`src/rtl/tape_controller.sv`:
```
// tape_controller
// Sequencer for a simple tape machine: a data pointer walks a tape held in an
// external RAM, and a command stream moves the pointer, increments or
// decrements the current cell, or moves bytes between the current cell and
// the output/input byte streams. Reset sweeps the whole tape to zero before
// any command is accepted.
//
// Ports
//   i_clock                   single clock, all state changes on posedge
//   i_reset                   synchronous active-high reset
//   i_cmd_valid/i_cmd         command stream (0 PTR_INC, 1 PTR_DEC, 2 CELL_INC,
//   o_cmd_ready                3 CELL_DEC, 4 OUT, 5 IN, 6-7 NOP)
//   o_out_valid/o_out_data    output byte stream
//   i_out_ready
//   i_in_valid/i_in_data      input byte stream
//   o_in_ready
//   o_ram_addr/o_ram_data     tape RAM initiator: combinational read of
//   o_ram_we/i_ram_data        o_ram_addr, write when o_ram_we at the edge
//   o_ptr                     data pointer (always equal to o_ram_addr)
//   o_cell_zero               current cell reads zero
module tape_controller #(
  parameter int c_addr_width = 8,
  parameter int c_data_width = 8
) (
  input  logic                    i_clock,
  input  logic                    i_reset,
  input  logic                    i_cmd_valid,
  input  logic [2:0]              i_cmd,
  output logic                    o_cmd_ready,
  output logic                    o_out_valid,
  output logic [c_data_width-1:0] o_out_data,
  input  logic                    i_out_ready,
  input  logic                    i_in_valid,
  input  logic [c_data_width-1:0] i_in_data,
  output logic                    o_in_ready,
  output logic [c_addr_width-1:0] o_ram_addr,
  output logic [c_data_width-1:0] o_ram_data,
  output logic                    o_ram_we,
  input  logic [c_data_width-1:0] i_ram_data,
  output logic [c_addr_width-1:0] o_ptr,
  output logic                    o_cell_zero
);

  localparam logic [2:0] c_cmd_ptr_inc  = 3'd0;
  localparam logic [2:0] c_cmd_ptr_dec  = 3'd1;
  localparam logic [2:0] c_cmd_cell_inc = 3'd2;
  localparam logic [2:0] c_cmd_cell_dec = 3'd3;
  localparam logic [2:0] c_cmd_out      = 3'd4;
  localparam logic [2:0] c_cmd_in       = 3'd5;

  localparam logic [c_addr_width-1:0] c_ptr_one  = c_addr_width'(1);
  localparam logic [c_addr_width-1:0] c_ptr_zero = c_addr_width'(0);
  localparam logic [c_addr_width-1:0] c_ptr_last = {c_addr_width{1'b1}};
  localparam logic [c_data_width-1:0] c_data_one  = c_data_width'(1);
  localparam logic [c_data_width-1:0] c_data_zero = c_data_width'(0);

  typedef enum logic [2:0] {
    st_clear = 3'd0,
    st_idle  = 3'd1,
    st_exec  = 3'd2,
    st_out   = 3'd3,
    st_in    = 3'd4
  } state_t;

  state_t                  state_r, state_s;
  logic [c_addr_width-1:0] ptr_r, ptr_s;
  logic [2:0]              cmd_r, cmd_s;
  logic                    out_valid_r, out_valid_s;
  logic [c_data_width-1:0] out_data_r, out_data_s;
  logic                    ram_we_s;
  logic [c_data_width-1:0] ram_data_s;

  // State register; reset restarts the zeroing sweep from address 0.
  always_ff @(posedge i_clock) begin
    if (i_reset) begin
      state_r     <= st_clear;
      ptr_r       <= c_ptr_zero;
      cmd_r       <= 3'd0;
      out_valid_r <= 1'b0;
      out_data_r  <= c_data_zero;
    end else begin
      state_r     <= state_s;
      ptr_r       <= ptr_s;
      cmd_r       <= cmd_s;
      out_valid_r <= out_valid_s;
      out_data_r  <= out_data_s;
    end
  end

  // Next-state and RAM write control.
  always_comb begin
    state_s     = state_r;
    ptr_s       = ptr_r;
    cmd_s       = cmd_r;
    out_valid_s = out_valid_r;
    out_data_s  = out_data_r;
    ram_we_s    = 1'b0;
    ram_data_s  = c_data_zero;
    case (state_r)
      st_clear: begin
        // Pointer wraps naturally back to 0 after the last cell is written.
        ram_we_s = 1'b1;
        ptr_s    = ptr_r + c_ptr_one;
        if (ptr_r == c_ptr_last) begin
          state_s = st_idle;
        end else begin
          state_s = st_clear;
        end
      end
      st_idle: begin
        if (i_cmd_valid) begin
          cmd_s   = i_cmd;
          state_s = st_exec;
        end else begin
          state_s = st_idle;
        end
      end
      st_exec: begin
        state_s = st_idle;
        case (cmd_r)
          c_cmd_ptr_inc:  ptr_s = ptr_r + c_ptr_one;
          c_cmd_ptr_dec:  ptr_s = ptr_r - c_ptr_one;
          c_cmd_cell_inc: begin
            ram_we_s   = 1'b1;
            ram_data_s = i_ram_data + c_data_one;
          end
          c_cmd_cell_dec: begin
            ram_we_s   = 1'b1;
            ram_data_s = i_ram_data - c_data_one;
          end
          c_cmd_out: begin
            out_data_s  = i_ram_data;
            out_valid_s = 1'b1;
            state_s     = st_out;
          end
          c_cmd_in:       state_s = st_in;
          default:        state_s = st_idle;
        endcase
      end
      st_out: begin
        if (i_out_ready) begin
          out_valid_s = 1'b0;
          state_s     = st_idle;
        end else begin
          state_s = st_out;
        end
      end
      st_in: begin
        if (i_in_valid) begin
          ram_we_s   = 1'b1;
          ram_data_s = i_in_data;
          state_s    = st_idle;
        end else begin
          state_s = st_in;
        end
      end
      default: begin
        state_s = st_clear;
        ptr_s   = c_ptr_zero;
      end
    endcase
  end

  assign o_cmd_ready = (state_r == st_idle);
  assign o_in_ready  = (state_r == st_in);
  assign o_out_valid = out_valid_r;
  assign o_out_data  = out_data_r;
  assign o_ptr       = ptr_r;
  assign o_ram_addr  = ptr_r;
  assign o_ram_we    = ram_we_s;
  assign o_ram_data  = ram_data_s;
  assign o_cell_zero = (i_ram_data == c_data_zero);

endmodule

```
`config.mk`:
```
export PLATFORM = sky130hd
export DESIGN_NAME = tape_controller
export DESIGN_NICKNAME = d
export VERILOG_FILES = /design/src/rtl/tape_controller.sv
export SDC_FILE = /design/constraint.sdc
export NUM_CORES = 1
export LEC_CHECK = 0
export BUFFER_PORTS_ARGS = -buffer_cell sky130_fd_sc_hd__buf_2
export CAP_MARGIN = 20
export CORE_UTILIZATION = 40
export CTS_BUF_LIST = sky130_fd_sc_hd__clkbuf_16
export DETAILED_ROUTE_END_ITERATION = 8
export PLACE_DENSITY = 0.73
export SLEW_MARGIN = 20
export SYNTH_ARGS = -nofsm -noshare
export SYNTH_HDL_FRONTEND = slang
export SYNTH_SLANG_ARGS = --single-unit
```
`constraint.sdc`:
```
create_clock -name i_clock -period 3.2 [get_ports i_clock]
set_input_delay 0.32 -clock i_clock [delete_from_list [all_inputs] [get_ports i_clock]]
set_output_delay 0.32 -clock i_clock [all_outputs]
set_load 0.01 [all_outputs]
```
==> qor.csv, run 1 <==
stage,metric,value,unit
route,remaining design rule violation count,0,
cells_and_area,final std cells w/o fill,314,
global_route,number of global-route vias before repair,1512,
critical_path,stage delay of the slowest cell on the critical path,0.50,ns
placement,number of port buffers,60,
clock_tree,post-CTS setup repair buffer count,0,
sta,Max Clock Skew,0.00712,ns
sta,post-route minimum period,2.93,ns
sta,setup TNS after final layout,0,ns
sta,Final Cycle Share,0.914,
power,Max IR drop VDD,0.244,mV
power,power after layout,679,uW
floorplan,starting utilization of the core area,0.419,
floorplan,DIE HEIGHT,66.9,um
floorplan,area of the die,4480,um2
power,Reg power frac,0.456,
route,Iter 0 DRT Violations,76,
synthesis,Post-Syn Instances,218,
cells_and_area,net count of the finished layout,298,
synthesis,most used flip-flop cell after synthesis,sky130_fd_sc_hd__dfxtp_1,
sta,unrepaired setup endpoints after global routing,no,
clock_tree,CTS Buf Count,3,
placement,global placer's final weighted congestion,0.833,
clock_tree,clk sinks,23,
power,fraction of power consumed by combinational cells,0.140,
floorplan,ports placed on the boundary,61,
global_route,initial antenna violation count,0,
clock_tree,CTS Hold Buffers Added,0,
power,internal power summed over all cells,505,uW
run_status,outcome,"complete, no violations",
global_route,total congestion overflow,0,
critical_path,Critical Path Most Common Cell,sky130_fd_sc_hd__o21a_1,
sta,Final setup viols,0,
clock_tree,clock insertion delay at the later pin of the skew report,0.26,ns
global_route,largest net degree at the start of global routing,26,
critical_path,"critical path, cell by cell","nand3b_1, inv_1, ha_1, nor2b_1, o31a_1, o21a_1, o21a_1, o31ai_1, buf_2",
sta,final-report hold violation count,0,
placement,detailed-placement wirelength estimate,3040,um
floorplan,Die Wd,66.9,um
placement,Post-Place Cells,310,
placement,instance area after placement,1930,um2
synthesis,number of enable flip-flop cells after synthesis,0,
synthesis,number of storage elements in the synthesis netlist,23,
job,Max-Cap Viols,0,
clock_tree,CTS tree,yes,
critical_path,critical-path maximum fanout,9,
synthesis,per-instance average area after synthesis,7.74,um2
cells_and_area,synthesis-to-finish area growth,19.3,%
critical_path,cell at the slowest stage of the critical path,sky130_fd_sc_hd__dfxtp_1,
clock_tree,maximum clock insertion buffer count,2,
route,wire length after detailed routing,4090,um
power,fraction of power spent switching nets,0.255,
cells_and_area,Layout Cell Area excl Fill,2010,um2
cells_and_area,share of post-route cells with drive strength above 1,0.261,
sta,Least-Margin Pin Slew,0.640,ns
critical_path,critical path arrival,2.61,ns
route,overall via count from detail_route,1731,
clock_tree,clock-pin slew on the worst setup and hold paths,0.06,ns
power,Static Leakage,0.991,nW
critical_path,type of element capturing the critical path,output port,
synthesis,"Net Count, Synth",251,
route,detail-routed via count per cell,5.51,
route,count of antenna-violating nets left after detailed routing,0,
floorplan,core region area,4030,um2
sta,Fmax achieved,0.342,GHz
critical_path,crit path kind,reg2out,
synthesis,distinct cell type count of the synthesized netlist,44,
cells_and_area,n_diodes,0,
sta,max-slew violation count,0,
power,power density over cell area,337,nW/um2
power,net switching power,173,uW
route,length of the first detailed-routing pass in iterations,4,
clock_tree,post-CTS sizing,0,
sta,Worst slew margin,0.572,
global_route,total global routing track utilization,0.195,
synthesis,share of synthesized registers carrying an async set or reset,0,
route,Routed wire per std cell,13.0,um
critical_path,Worst Setup Start Kind,flip-flop,
power,share of power burned in the clock network,0.404,
min_path,path category of the worst min-delay check,in2reg,
floorplan,floorplan row count,23,
critical_path,worst path required time,2.88,ns
synthesis,share of the yosys chip area belonging to registers,0.273,
clock_tree,H-tree level count,1,
synthesis,total standard cell area after synthesis,1690,um2
clock_tree,clock tree root driver cell,sky130_fd_sc_hd__clkbuf_16,
synthesis,Yosys warnings,0,
global_route,first-pass GRT wire length,6580,um
-- power groups by stage --
stage / Sequential (mW) / Combinational (mW) / Clock, mW
3_5_place_dp: 0.316 / 0.0942 / 0
2_1_floorplan: 0.315 / 0.0620 / 0
4_1_cts: 0.309 / 0.0953 / 0.276
6_report: 0.310 / 0.0950 / 0.274
3_3_place_gp: 0.315 / 0.0934 / 0
5_1_grt: 0.311 / 0.106 / 0.294
-- Yosys cell counts (2+ instances only) --
cell	number	area share
sky130_fd_sc_hd__nand3b_1	3	0.013
sky130_fd_sc_hd__nand2_1	22	0.049
sky130_fd_sc_hd__or3_1	5	0.019
sky130_fd_sc_hd__o31a_1	3	0.016
sky130_fd_sc_hd__nand2b_1	5	0.019
sky130_fd_sc_hd__mux2i_1	7	0.042
sky130_fd_sc_hd__a211oi_1	4	0.018
sky130_fd_sc_hd__o21bai_1	2	0.0089
sky130_fd_sc_hd__nor2b_1	2	0.0074
sky130_fd_sc_hd__clkbuf_1	5	0.011
sky130_fd_sc_hd__nand4_1	3	0.011
sky130_fd_sc_hd__or4_1	2	0.0089
sky130_fd_sc_hd__a21oi_1	13	0.039
sky130_fd_sc_hd__nor3_1	7	0.021
sky130_fd_sc_hd__ha_1	8	0.059
sky130_fd_sc_hd__o21ai_0	16	0.047
sky130_fd_sc_hd__xor2_1	5	0.026
sky130_fd_sc_hd__nand3_1	6	0.018
sky130_fd_sc_hd__buf_4	9	0.040
sky130_fd_sc_hd__buf_2	2	0.0059
sky130_fd_sc_hd__dfxtp_1	23	0.27
sky130_fd_sc_hd__nor2_1	27	0.060
sky130_fd_sc_hd__a31oi_1	6	0.022
sky130_fd_sc_hd__inv_1	6	0.013
sky130_fd_sc_hd__o21a_1	4	0.018
sky130_fd_sc_hd__a22oi_1	2	0.0089
sky130_fd_sc_hd__nor4_1	2	0.0074
sky130_fd_sc_hd__buf_6	2	0.013
sky130_fd_sc_hd__a21o_1	2	0.0089
-- metrics by stage --
step,setup WS [ns],utilization,hold WS [ns]
after detailed placement,0.539,0.479,0.473
after floorplan,0.743,-,0.456
final,0.274,0.499,0.302
after CTS,0.240,0.499,0.313
after global routing,0.0573,0.499,0.331
after global placement,0.621,0.479,0.465
-- area by class of cell --
type / count / area, um2
Inverter: 6 / 22.5
Clock buffer: 3 / 75.1
Multi-Input combinational cell: 171 / 1080
Fill cell: 409 / 2020
Timing Repair Buffer: 60 / 300
Clock inverter: 1 / 5.00
Tap cell: 50 / 62.6
Sequential cell: 23 / 462
-- critical path, delay by kind of cell (launching register included) --
kind,cells,cell delay [ns]
DFF,1,0.50
and+or+nand+nor,2,0.39
adders and majority gates,1,0.35
buffers and inverters,2,0.32
AOI/OAI and AO/OA,4,0.78
-- layout by cell type, fill, tap and decap left out, drive strengths merged, types with 3 or more instances in the layout --
cell type,n
nor2,27
nand3b,3
a21oi,13
o31a,3
o21ai,17
nand3,6
a211oi,4
clkbuf,3
xor2,5
nand2,22
inv,6
nand4,3
o21a,4
ha,8
nand2b,5
dfxtp,23
mux2i,7
a31oi,6
or3,5
nor3,7
buf,60
-- flip-flops by register name, indices dropped and copies added, names as in the netlist --
| signal | count |
|---|---|
| state_r | 3 |
| o_out_valid | 1 |
| o_ptr | 8 |
| o_out_data | 8 |
| cmd_r | 3 |
-- logic make-up after synthesis --
| family | Yosys count | share of synthesized area |
|---|---|---|
| flip-flops | 23 | 0.273 |
| multiplexers | 7 | 0.0415 |
| adder cells (fa/ha/maj) | 9 | 0.0712 |
| XOR/XNOR | 6 | 0.0312 |
| AO/OA/AOI/OAI | 57 | 0.210 |
| buffers and inverters | 24 | 0.0838 |
| AND/OR/NAND/NOR | 92 | 0.289 |
-- routing by layer --
layer	track usage	share of wire	routed length, um
met1	0.227	0.45	1850
met2	0.337	0.47	1910
met5	0	0	0
met3	0.0514	0.062	255
met4	0.0745	0.019	79
-- worst paths after layout --
path / end / slack, ns / startpoint / depth (start not counted)
max reg2reg: o_ptr[5]$_SDFFE_PP0P_ / 1.24 / state_r[1]$_SDFF_PP0_ / 5
min: cmd_r[1]$_SDFFE_PP0P_ / 0.30 / i_cmd[1] / 3
max: o_ram_data[6] / 0.27 / cmd_r[2]$_SDFFE_PP0P_ / 9
min reg2reg: o_out_data[1]$_SDFFE_PP0P_ / 0.48 / o_out_data[1]$_SDFFE_PP0P_ / 2
No activity file was read; power rests on OpenSTA's default activity.
==> run 2, diff against run 1 <==
--- a/config.mk
+++ b/config.mk
@@ -6,4 +6,5 @@
 export NUM_CORES = 1
 export LEC_CHECK = 0
+export ABC_CLOCK_PERIOD_IN_PS = 3200
 export BUFFER_PORTS_ARGS = -buffer_cell sky130_fd_sc_hd__buf_2
 export CAP_MARGIN = 20
==> constraint.sdc (replaced) <==
create_clock -name i_clock -period 3.2 [get_ports i_clock]
set_input_delay 0.32 -clock i_clock [delete_from_list [all_inputs] [get_ports i_clock]]
set_output_delay 0.32 -clock i_clock [all_outputs]
set_load 0.02 [all_outputs]
==> run 2 against run 1 <==
Register-to-register slack gained 0.02 ns. Wire length grew 2.2%. Utilization did not move. Total power increased by 2.3%. Largest cell class unchanged. Largest power group unchanged. Sequential cell count is the same. Critical endpoint unchanged. Critical path type unchanged. Via count is 0.52% lower. Final cell count stayed put. Hold slack about the same.
==> qor.csv, run 2 (synthesis results as in run 1) <==
stage,metric,value,unit
sta,Worst slew margin,0.562,
route,count of antenna-violating nets left after detailed routing,0,
clock_tree,clock insertion delay at the later pin of the skew report,0.26,ns
global_route,total global routing track utilization,0.202,
critical_path,cell at the slowest stage of the critical path,sky130_fd_sc_hd__dfxtp_1,
route,remaining design rule violation count,0,
critical_path,"critical path, cell by cell","nand3b_1, inv_1, ha_1, nor2b_1, o31a_1, o21a_1, o21a_1, o31ai_1, buf_2",
placement,number of port buffers,60,
global_route,largest net degree at the start of global routing,26,
global_route,first-pass GRT wire length,6900,um
floorplan,ports placed on the boundary,61,
critical_path,cells on worst reg2reg path,5,
clock_tree,H-tree level count,1,
placement,detailed-placement wirelength estimate,3070,um
placement,Post-Place Cells,310,
clock_tree,CTS Hold Buffers Added,0,
clock_tree,clock tree root driver cell,sky130_fd_sc_hd__clkbuf_16,
cells_and_area,share of post-route cells with drive strength above 1,0.261,
global_route,number of global-route vias before repair,1510,
sta,Max Clock Skew,0.00332,ns
global_route,initial antenna violation count,0,
sta,Final setup viols,0,
critical_path,crit path to,o_ram_data[6],
floorplan,area of the die,4480,um2
cells_and_area,net count of the finished layout,298,
cells_and_area,n_diodes,0,
clock_tree,clock-pin slew on the worst setup and hold paths,0.06,ns
critical_path,Critical Path Most Common Cell,sky130_fd_sc_hd__o21a_1,
sta,Fmax achieved,0.333,GHz
route,length of the first detailed-routing pass in iterations,4,
critical_path,worst path required time,2.88,ns
cells_and_area,highest-count cells in the layout ignoring fill and taps,"60 x sky130_fd_sc_hd__buf_2, 27 x sky130_fd_sc_hd__nor2_1, 22 x sky130_fd_sc_hd__nand2_1, 22 x sky130_fd_sc_hd__dfxtp_1, 16 x sky130_fd_sc_hd__o21ai_0",
placement,global placer's final weighted congestion,0.833,
sta,max-slew violation count,0,
sta,setup TNS after final layout,0,ns
route,detail-routed via count per cell,5.48,
floorplan,Die Wd,66.9,um
critical_path,FF-to-FF Start,state_r[1]$_SDFF_PP0_,
critical_path,destination of the worst register-to-register timing path,o_ptr[3]$_SDFFE_PP0P_,
critical_path,Worst Setup Start Kind,flip-flop,
sta,final-report hold violation count,0,
global_route,total congestion overflow,0,
floorplan,starting utilization of the core area,0.419,
clock_tree,post-CTS setup repair buffer count,0,
power,Static Leakage,0.991,nW
cells_and_area,final std cells w/o fill,314,
power,Max IR drop VDD,0.178,mV
critical_path,launching element of the worst setup path,cmd_r[2]$_SDFFE_PP0P_,
cells_and_area,synthesis-to-finish area growth,19.3,%
critical_path,critical-path maximum fanout,9,
power,power after layout,694,uW
critical_path,register-to-register path setup slack,1.26,ns
clock_tree,CTS Buf Count,3,
critical_path,crit path kind,reg2out,
job,Max-Cap Viols,0,
clock_tree,CTS tree,yes,
floorplan,DIE HEIGHT,66.9,um
cells_and_area,"most common cell after layout, fill and taps aside",sky130_fd_sc_hd__buf_2,
run_status,outcome,"complete, no violations",
floorplan,floorplan row count,23,
clock_tree,post-CTS sizing,0,
route,Iter 0 DRT Violations,99,
critical_path,type of element capturing the critical path,output port,
floorplan,core region area,4030,um2
route,overall via count from detail_route,1722,
sta,unrepaired setup endpoints after global routing,no,
critical_path,stage delay of the slowest cell on the critical path,0.52,ns
min_path,hold path startpoint,i_cmd[1],
min_path,path category of the worst min-delay check,in2reg,
sta,Final Cycle Share,0.937,
clock_tree,clk sinks,23,
route,Routed wire per std cell,13.3,um
sta,Least-Margin Pin Slew,0.656,ns
route,wire length after detailed routing,4190,um
power,power density over cell area,345,nW/um2
sta,post-route minimum period,3.00,ns
critical_path,critical path arrival,2.68,ns
clock_tree,maximum clock insertion buffer count,2,
## run 2: critical path, delay by kind of cell, from the launching register on
| family | cells | cell delay (ns) |
|---|---|---|
| buf+inv | 2 | 0.36 |
| flops | 1 | 0.52 |
| simple gates | 2 | 0.40 |
| compound gates | 4 | 0.78 |
| fa+ha+maj | 1 | 0.36 |
## run 2: per-stage QoR
step | utilization | setup slack [ns] | hold slack [ns] | area (um2)
finish | 0.499 | 0.201 | 0.302 | 2010
global route | 0.499 | 0.0540 | 0.323 | 2010
CTS | 0.499 | 0.172 | 0.306 | 2010
detailed placement | 0.479 | 0.486 | 0.474 | 1930
global placement | 0.479 | 0.594 | 0.466 | 1930
floorplan | - | 0.530 | 0.456 | 1690
## run 2: layout make-up
type,count,area [um2]
Clock buffer,3,75.1
Clock inverter,1,5.00
Fill cell,409,2020
Inverter,6,22.5
Multi-Input combinational cell,171,1080
Sequential cell,23,462
Tap cell,50,62.6
Timing Repair Buffer,60,300
## run 2: report_power, final
group,internal (mW),leakage (nW),switching [mW]
sequential,0.293,0.187,0.0161
combinational,0.0437,0.764,0.0622
clock,0.168,0.0409,0.110
total,0.506,0.991,0.189
## run 2: per-layer routing
metal | track usage | share of wire
met1 | 0.248 | 0.45
met2 | 0.350 | 0.48
met3 | 0.0394 | 0.057
met4 | 0.0638 | 0.014
met5 | 0 | 0
## run 2: worst min-delay path by stage
stage	depth (start not counted)	endpoint	slack, ns
after floorplan	2	cmd_r[0]$_SDFFE_PP0P_	0.46
after global placement	2	o_out_data[0]$_SDFFE_PP0P_	0.47
after detailed placement	2	o_out_data[1]$_SDFFE_PP0P_	0.47
after CTS	3	cmd_r[0]$_SDFFE_PP0P_	0.31
after global routing	3	cmd_r[2]$_SDFFE_PP0P_	0.32
final	3	cmd_r[1]$_SDFFE_PP0P_	0.30
